===== config.mk =====
export PLATFORM = sky130hd
export DESIGN_NAME = branch_resolve_unit
export DESIGN_NICKNAME = d
export VERILOG_FILES = /design/src/rtl/branch_resolve_unit_pkg.sv /design/src/rtl/branch_resolve_unit_ras_stack.sv /design/src/rtl/branch_resolve_unit.sv
export SDC_FILE = /design/constraint.sdc
export NUM_CORES = 1
export LEC_CHECK = 0
export CORE_ASPECT_RATIO = 1.5
export CORE_UTILIZATION = 52
export CTS_BUF_LIST = sky130_fd_sc_hd__clkbuf_8
export DETAILED_ROUTE_END_ITERATION = 16
export PLACE_DENSITY = 0.83
export SLEW_MARGIN = 20
export SYNTH_ARGS = -nofsm -noshare
export SYNTH_HDL_FRONTEND = slang
export SYNTH_SLANG_ARGS = --single-unit

===== constraint.sdc =====
create_clock -name clk -period 3.75 [get_ports clk]
set_clock_uncertainty 0.2 [all_clocks]
set_input_delay 0.375 -clock clk [delete_from_list [all_inputs] [get_ports clk]]
set_output_delay 0.375 -clock clk [all_outputs]
set_load 0.03 [all_outputs]

===== src/rtl/branch_resolve_unit_pkg.sv =====
// rtl/branch_resolve_unit_pkg.sv - op numbers and op classification shared by the branch resolve unit
package branch_resolve_unit_pkg;

   localparam logic [5:0] OP_BEQ    = 6'd32;
   localparam logic [5:0] OP_BGEZ   = 6'd33;
   localparam logic [5:0] OP_BGTZ   = 6'd34;
   localparam logic [5:0] OP_BLEZ   = 6'd35;
   localparam logic [5:0] OP_BLTZ   = 6'd36;
   localparam logic [5:0] OP_BGEZAL = 6'd37;
   localparam logic [5:0] OP_BLTZAL = 6'd38;
   localparam logic [5:0] OP_J      = 6'd39;
   localparam logic [5:0] OP_JAL    = 6'd40;
   localparam logic [5:0] OP_JR     = 6'd41;
   localparam logic [5:0] OP_JALR   = 6'd42;

   typedef enum logic [1:0] {
      TGT_SEQ,
      TGT_BRANCH,
      TGT_JUMP,
      TGT_REG
   } target_sel_e;

   function automatic logic is_link_op(input logic [5:0] op);
      return (op == OP_BGEZAL) || (op == OP_BLTZAL) || (op == OP_JAL) || (op == OP_JALR);
   endfunction

   function automatic logic is_cond_op(input logic [5:0] op);
      return (op >= OP_BEQ) && (op <= OP_BLTZAL);
   endfunction

   // A not-taken conditional branch resolves to the sequential target, so taken == (sel != TGT_SEQ).
   function automatic target_sel_e target_sel(input logic [5:0] op, input logic cond_true);
      target_sel_e sel;
      sel = TGT_SEQ;
      if (is_cond_op(op)) begin
         sel = cond_true ? TGT_BRANCH : TGT_SEQ;
      end else if ((op == OP_J) || (op == OP_JAL)) begin
         sel = TGT_JUMP;
      end else if ((op == OP_JR) || (op == OP_JALR)) begin
         sel = TGT_REG;
      end
      return sel;
   endfunction

endpackage


===== src/rtl/branch_resolve_unit_ras_stack.sv =====
// rtl/branch_resolve_unit_ras_stack.sv - circular return-address stack
// A push on a full stack overwrites the oldest entry; the count saturates at RAS_DEPTH.
module ras_stack #(
   parameter int XLEN      = 32,
   parameter int RAS_DEPTH = 4
) (
   input  logic            clk,
   input  logic            reset,
   input  logic            push,
   input  logic            pop,
   input  logic [XLEN-1:0] push_data,
   output logic [XLEN-1:0] top,
   output logic            valid
);

   generate
      if (RAS_DEPTH == 0) begin : g_none
         assign top   = '0;
         assign valid = 1'b0;
      end else begin : g_stack
         localparam int PW = (RAS_DEPTH > 1) ? $clog2(RAS_DEPTH) : 1;
         localparam int CW = $clog2(RAS_DEPTH + 1);

         logic [XLEN-1:0] mem [RAS_DEPTH];
         logic [PW-1:0]   ptr;
         logic [PW-1:0]   top_idx;
         logic [PW-1:0]   next_ptr;
         logic [CW-1:0]   count;

         // ptr is the next write slot; the newest entry sits one below it, wrapping.
         assign top_idx  = (ptr == '0) ? PW'(RAS_DEPTH - 1) : ptr - 1'b1;
         assign next_ptr = (ptr == PW'(RAS_DEPTH - 1)) ? '0 : ptr + 1'b1;
         assign valid    = (count != '0);
         assign top      = valid ? mem[top_idx] : '0;

         always_ff @(posedge clk) begin
            if (reset) begin
               ptr   <= '0;
               count <= '0;
            end else if (push) begin
               ptr <= next_ptr;
               if (count != CW'(RAS_DEPTH)) begin
                  count <= count + 1'b1;
               end
            end else if (pop && valid) begin
               ptr   <= top_idx;
               count <= count - 1'b1;
            end
         end

         always_ff @(posedge clk) begin
            if (!reset && push) begin
               mem[ptr] <= push_data;
            end
         end
      end
   endgenerate

endmodule


===== src/rtl/branch_resolve_unit.sv =====
// rtl/branch_resolve_unit.sv - resolves branch/jump next PC with a one-entry output register and RAS
module branch_resolve_unit
   import branch_resolve_unit_pkg::*;
#(
   parameter int XLEN      = 32,
   parameter int RAS_DEPTH = 4
) (
   input  logic            clk,
   input  logic            reset,
   input  logic            flush,
   input  logic            in_valid,
   output logic            in_ready,
   input  logic [XLEN-1:0] in_pc,
   input  logic [5:0]      in_op,
   input  logic [XLEN-1:0] in_imm,
   input  logic [25:0]     in_addr26,
   input  logic [XLEN-1:0] in_rs,
   input  logic [XLEN-1:0] in_rt,
   input  logic [XLEN-1:0] in_pred_pc,
   output logic            out_valid,
   input  logic            out_ready,
   output logic [XLEN-1:0] out_pc,
   output logic [XLEN-1:0] out_link,
   output logic            out_link_we,
   output logic            out_taken,
   output logic            out_mispredict,
   output logic [XLEN-1:0] ras_top,
   output logic            ras_valid
);

   logic            accept;
   logic            rs_neg;
   logic            rs_zero;
   logic            cond_true;
   target_sel_e     sel;
   logic [XLEN-1:0] seq_pc;
   logic [XLEN-1:0] branch_pc;
   logic [XLEN-1:0] jump_pc;
   logic [XLEN-1:0] next_pc;

   assign in_ready = !flush && (!out_valid || out_ready);
   assign accept   = in_valid && in_ready;

   assign rs_neg    = in_rs[XLEN-1];
   assign rs_zero   = (in_rs == '0);
   assign seq_pc    = in_pc + XLEN'(4);
   assign branch_pc = in_pc + (in_imm << 2);
   assign jump_pc   = {in_pc[XLEN-1:28], in_addr26, in_pc[1:0]};

   always_comb begin
      cond_true = 1'b0;
      case (in_op)
         OP_BEQ:    cond_true = (in_rs == in_rt);
         OP_BGEZ:   cond_true = !rs_neg;
         OP_BGTZ:   cond_true = !rs_neg && !rs_zero;
         OP_BLEZ:   cond_true = rs_neg || rs_zero;
         OP_BLTZ:   cond_true = rs_neg;
         OP_BGEZAL: cond_true = !rs_neg;
         OP_BLTZAL: cond_true = rs_neg;
         default:   cond_true = 1'b0;
      endcase
   end

   assign sel = target_sel(in_op, cond_true);

   always_comb begin
      next_pc = seq_pc;
      case (sel)
         TGT_BRANCH: next_pc = branch_pc;
         TGT_JUMP:   next_pc = jump_pc;
         TGT_REG:    next_pc = in_rs;
         default:    next_pc = seq_pc;
      endcase
   end

   // Flush wins over consumption; in_ready is already low during a flush so nothing is accepted.
   always_ff @(posedge clk) begin
      if (reset) begin
         out_valid      <= 1'b0;
         out_pc         <= '0;
         out_link       <= '0;
         out_link_we    <= 1'b0;
         out_taken      <= 1'b0;
         out_mispredict <= 1'b0;
      end else if (flush) begin
         out_valid <= 1'b0;
      end else if (accept) begin
         out_valid      <= 1'b1;
         out_pc         <= next_pc;
         out_link       <= seq_pc;
         out_link_we    <= is_link_op(in_op);
         out_taken      <= (sel != TGT_SEQ);
         out_mispredict <= (next_pc != in_pred_pc);
      end else if (out_ready) begin
         out_valid <= 1'b0;
      end
   end

   ras_stack #(
      .XLEN      (XLEN),
      .RAS_DEPTH (RAS_DEPTH)
   ) u_ras (
      .clk       (clk),
      .reset     (reset),
      .push      (accept && is_link_op(in_op)),
      .pop       (accept && (in_op == OP_JR)),
      .push_data (seq_pc),
      .top       (ras_top),
      .valid     (ras_valid)
   );

endmodule

Word-level counts from Yosys, hierarchy flattened. Memories as Yosys holds them, arrays and structs flattened. Index checks and enable logic that the tools add are counted.

Flip-flop bits (word level): 73. Memory bits (writable): 128. Input bits: 197. Output and inout port bits: 102. Memories: 1.

Add/sub/neg operators: 6. Magnitude comparators: 2. Equal/unequal tests: 19. Multiplexer cells: 18. Bitwise gates (word level): 1. Reductions and logical operators: 31.

Memories: u_ras.g_stack.mem (depth 4, bits a word 32, read ports 1, clocked after Yosys merged registers in 0, write ports 1, line branch_resolve_unit_ras_stack.sv:24) `logic [XLEN-1:0] mem [RAS_DEPTH];`.

Operators by type and width (count): $pmux 32 s3 (1); $eq 6x6->1 const B (11); $add 32x3->32 const B (1); $add 32x32->32 (1); $eq 32x32->1 (1); $logic_not 32->1 (1); $mux 32 (1); $ne 32x32->1 (1); $mux 2 (7); $mux 3 (3); $logic_and 1x1->1 (8); $logic_or 1x1->1 (7); $eq 2x2->1 const B (3); $ge 6x6->1 const B (1); $le 6x6->1 const B (1); $reduce_bool 2->1 (3); $reduce_or 2->1 (3); $logic_not 1->1 (5); $mux 1 (5); $pmux 1 s5 (1); $reduce_and 2->1 (2); $add 3x1->3 const B (1); $ne 3x3->1 const B (1); $reduce_bool 3->1 (1); 7 further kinds (7).

Longest topological paths before layout.
Word-level depth: 9. Depth in mapped cells: 15. Gate-level depth less buffers: 14.

Cells and area by module. Synthesis repeated with hierarchy kept, for this count alone.

Cells, all modules: 1212. Area, all modules: 12328.1 µm².

By module, submodules not included: branch_resolve_unit (instances 1, cells an instance 963, area each 7059.3 µm²); ras_stack (instances 1, cells an instance 249, area each 5268.8 µm²).

Worst setup path after synthesis. OpenSTA, ideal clock, no wires.

Kind: input -> register. Start: input in_pc[2]. End: register out_mispredict. Setup time: 132 ps. Arrival: 3118 ps. Path slack: 300 ps. Cell stages on the path: 15. Buffers on the path: 1. Cells stage by stage: ha_1 -> inv_1 -> fa_1 -> nor2b_1 -> o31a_1 -> o21ai_0 -> clkbuf_1 -> a211oi_1 -> a211oi_1 -> a211oi_1 -> xor2_1 -> o2111ai_1 -> or4_1 -> nor4b_2 -> nor3_1.

Word-level cells in the longest chain between the ends: 3. Elaborated cells on any way between the ends: 4. Classes of those cells: 2 x add/sub; 1 x eq/ne; 1 x mux.

Ends and longest elaborated chain: start, declared (line branch_resolve_unit.sv:13) `input logic [XLEN-1:0] in_pc,`; $add 32x3->32 or $add 32x32->32 (tied branches) (line branch_resolve_unit.sv:46, branch_resolve_unit.sv:47); $pmux 32 s3 * (line branch_resolve_unit.sv:68) `case (sel)`; $ne 32x32->1 * (line branch_resolve_unit.sv:93) `out_mispredict <= (next_pc != in_pred_pc);`; end signal, assigned (line branch_resolve_unit.sv:93); end, declared (line branch_resolve_unit.sv:26) `output logic out_mispredict,`.

Every way passes the cells marked *; elsewhere a longest branch is shown, timed or not. A chain may end at the register's enable or synchronous reset.

Final worst setup path.
Start: input in_rs[6]. End: register out_mispredict.

Word-level cells in the longest chain between the ends: 9. Elaborated cells on any way between the ends: 13. Classes of those cells: 5 x eq/ne; 4 x mux; 4 x reduce/logical.

Ends and longest elaborated chain: start, declared (line branch_resolve_unit.sv:17) `input logic [XLEN-1:0] in_rs,`; $logic_not 32->1 (line branch_resolve_unit.sv:45) `assign rs_zero = (in_rs == '0);`; $logic_not 1->1 (line branch_resolve_unit.sv:55) `OP_BGTZ: cond_true = !rs_neg && !rs_zero;`; $logic_and 1x1->1 (line branch_resolve_unit.sv:55); $pmux 1 s5 (line branch_resolve_unit.sv:52) `case (in_op)`; $mux 1 (line branch_resolve_unit_pkg.sv:36) `sel = cond_true ? TGT_BRANCH : TGT_SEQ;`; $mux 2 (line branch_resolve_unit_pkg.sv:35) `if (is_cond_op(op)) begin`; $eq 2x2->1 or $eq 2x1->1 (tied branches) (line branch_resolve_unit.sv:68); $pmux 32 s3 * (line branch_resolve_unit.sv:68); $ne 32x32->1 * (line branch_resolve_unit.sv:93).

Marked as above.

==> metrics.md <==
| Metric | Value |
|---|---|
| Initial Util | `53.2%` |
| Post-layout min period | `3.74 ns` |
| Setup TNS | `0 ns` |
| Final period util | `99.8%` |
| Mapped Avg Cell Area | `10.0 um2` |
| Core area | `23100 um2` |
| Status | `completed` |
| Clock tree root buffer cell | `clkbuf_8` |
| Top post-synthesis cells by count | `128 x edfxtp_1, 124 x nor2_1, 74 x nand2_1, 73 x dfxtp_1, 60 x a21oi_1` |
| Seq/Total Area, Yosys | `43.1%` |
| Drt total wl | `51.4 mm` |
| First-pass GRT wire length | `75.2 mm` |
| Share of layout cells above drive strength 1 | `25.1%` |
| Routed vias | `13100` |
| Synth cell types | `86` |
| Critical-path cell list | `clkdlybuf4s50_1 > nor4_2 > nand4_1 > nor2_2 > mux2_2 > nor2_4 > mux2i_2 > xor2_1 > o2111ai_1 > or4_4 > nor4b_2 > nor3_1` |
| Worst r2r src | `out_valid` |
| DIE AREA | `24300 um2` |
| GP Congestion | `0.977` |
| FF-to-FF path depth | `11` |
| Most common cell in the synthesized netlist | `edfxtp_1` |
| Worst EP required | `3.94 ns` |
| Worst Setup Start Kind | `input pin` |
| Worst slew pin tran | `0.993 ns` |
| HP Class | `input pin to register` |
| Die X | `128 um` |
| Layout Utilization | `80.6%` |
| Final setup fails | `0` |
| Logic gate share of total power | `29.4%` |
| Pwr dens | `310 nW/um2` |
| Async SR Flop Fraction | `0%` |
| Initial antenna violation count | `2` |
| Rel. slew slack | `33.8%` |
| Worst hold endpoint | `out_pc[6]` |
| Remaining DRCs | `0` |
| CTS Hold Buffers Added | `0` |
| Number of fill cells | `1462` |
| H-tree depth | `1` |
| WL met2 | `26.0 mm` |
| Slowest cell on crit path | `or4_4` |
| Number of clock sinks | `201` |
| Synthesized flop and latch total | `201` |
| WHS Path Cells | `3` |
| Yosys top cell area share | `31.2%` |
| Main synth FF type | `edfxtp_1` |
| Power share of the clock group | `28.4%` |
| Clock-pin slew on the worst setup and hold paths | `0.09 ns` |
| Cell Rows | `68` |
| Clk_lat worst skew | `0.55 ns` |
| Biggest area consumer among synthesized cells | `edfxtp_1` |
| First-pass iteration count of the detailed router | `5` |
| Psw | `1.75 mW` |
| Type of the worst setup path | `input pin to register` |
| Hold Vio Cnt, Final | `0` |
| Pins Over Slew Limit | `0` |
| WL met1 | `16.8 mm` |
| Clock Tree Buf Depth | `3` |
| Initial DRC Count | `1247` |
| Mapped Cells | `1231` |
| Synthesis-to-layout area growth | `51.4%` |
| Die height | `191 um` |
| Setup WS pre-CTS | `-1.04 ns` |
| P_leak | `7.46 nW` |
| DR top layer | `met4` |
| Hold WS | `0.216 ns` |
| Int Pwr | `4.02 mW` |
| Max stage delay on crit path | `0.55 ns` |
| Post-synth EDFFs | `128` |
| Port bufs | `296` |
| Max Clk Rate | `0.267 GHz` |
| Total GRT Usage | `41.8%` |
| R2R Path End | `out_mispredict` |
| Synthesized area | `12300 um2` |
| Nets | `2027` |
| RSZ-0062 raised after global routing | `yes` |
| DR WL/cell | `24.1 um` |
| Via count of the first global-routing pass | `13300` |
| Setup slack after layout | `0.00770 ns` |
| Sw Ratio | `30.4%` |
| Worst Path Arrival | `3.93 ns` |
| Grt ovf | `0` |
| CP Capture Type | `register` |
| CTS tree | `done` |
| Flop-to-flop setup slack | `1.08 ns` |
| Final ANT Viol Nets | `0` |
| Seq pwr share | `42.2%` |
| Detailed Place HPWL | `39.5 mm` |
| Io pins | `299` |
| Maximum vdd drop | `0.257 mV` |
| Synth Net Count | `1464` |
| Synth warnings | `0` |
| Max Cap Viol | `0` |
| HP Start | `reset` |
| Largest net degree at the start of global routing | `92` |
| DR vias/cell | `6.16` |
| Metal3 WL | `3.98 mm` |
| Largest cells by area after synthesis | `edfxtp_1 31%, dfxtp_1 12%, mux4_2 5.8%` |
| CP max FO | `7` |
| CTS buffer count | `25` |
critical path: cells and delay by family:
| kind | cells | cell delay (ns) |
|---|---|---|
| xor+xnor | 1 | 0.32 |
| mux | 2 | 0.68 |
| buf+inv | 1 | 0.52 |
| simple gates | 7 | 1.88 |
| compound gates | 1 | 0.16 |
flip-flops by register name, indices dropped and copies added, names as in the netlist, 2 cells and up:
name / flops
out_link: 32
out_pc: 32
u_ras.g_stack.count: 3
u_ras.g_stack.mem: 128
u_ras.g_stack.ptr: 2
logic make-up after synthesis:
kind of cell / after synthesis / share of synthesized area [%]
DFF: 201 / 43.1
buffers and inverters: 117 / 3.99
xor gates and xnor gates: 96 / 6.82
and+or+nand+nor: 445 / 18.5
adders and majority gates: 36 / 3.78
AOI/OAI and AO/OA: 286 / 16.4
muxes: 50 / 7.47
worst max-delay path by stage:
stage,from,end,slack [ns],cells after the start
global route,in_rs[4],out_mispredict,-0.06,16
detailed placement,in_rs[3],out_mispredict,-1.04,15
CTS,in_pc[2],out_mispredict,-0.07,16
finish,in_rs[6],out_mispredict,0.008,12
floorplan,in_pc[2],out_mispredict,0.30,15
global placement,in_rs[3],out_mispredict,-0.99,16
metrics by stage:
stage	cells	cell area (um2)	total power [mW]
after floorplan	1231	12300	3.19
after global placement	2078	17700	4.06
after detailed placement	2078	17700	4.09
after CTS	2124	18300	5.69
after global routing	2130	18700	5.94
final	2130	18700	5.77
timing repair:
action                     in CTS  in global routing
pin swaps                       3                 17
setup endpoints to repair      29                  5
cloned                          0                  1
buffers inserted                0                  3
resized for setup              40                 74
layout by cell type (no fill, tap or decap), types with 13 or more instances in the layout:
cell type,instances
dlymetal6s2s_1,14
clkdlybuf4s50_1,252
nor3_1,43
ha_1,33
nand3_1,33
nor4_1,14
a21oi_1,58
dlygate4sd2_1,29
clkbuf_8,27
inv_1,55
nand2_1,73
o21ai_0,41
nand4_1,13
a22oi_1,15
buf_4,299
and2_1,38
dfxtp_1,73
mux4_2,32
xor2_1,55
xnor2_1,37
a211oi_1,38
edfxtp_1,128
and3_1,16
nor2_1,121
layer usage:
layer,up-vias,track usage [%]
li1,5779,-
met1,6222,44.8
met2,896,74.4
met3,231,4.57
met4,0,33.2
met5,-,0
final cells by class:
class                   count  area [um2]  share of cell area [%]
diodes                      2        5.00                  0.0268
clock buffers              27         372                    1.99
clock inverters            19         144                   0.771
inverters                  47         176                   0.946
multi-input cells         913        6860                    36.8
flip-flops and latches    201        5310                    28.4
well taps                 315         394                    2.11
repair buffers            606        5400                    28.9
power by group through the flow:
stage	combinational (mW)	clock (mW)	sequential (mW)
2_1_floorplan	0.624	0	2.56
3_3_place_gp	1.58	0	2.48
3_5_place_dp	1.60	0	2.48
4_1_cts	1.62	1.63	2.43
5_1_grt	1.79	1.71	2.44
6_report	1.70	1.64	2.44
Note: power is estimated with default switching activity, not from simulation.
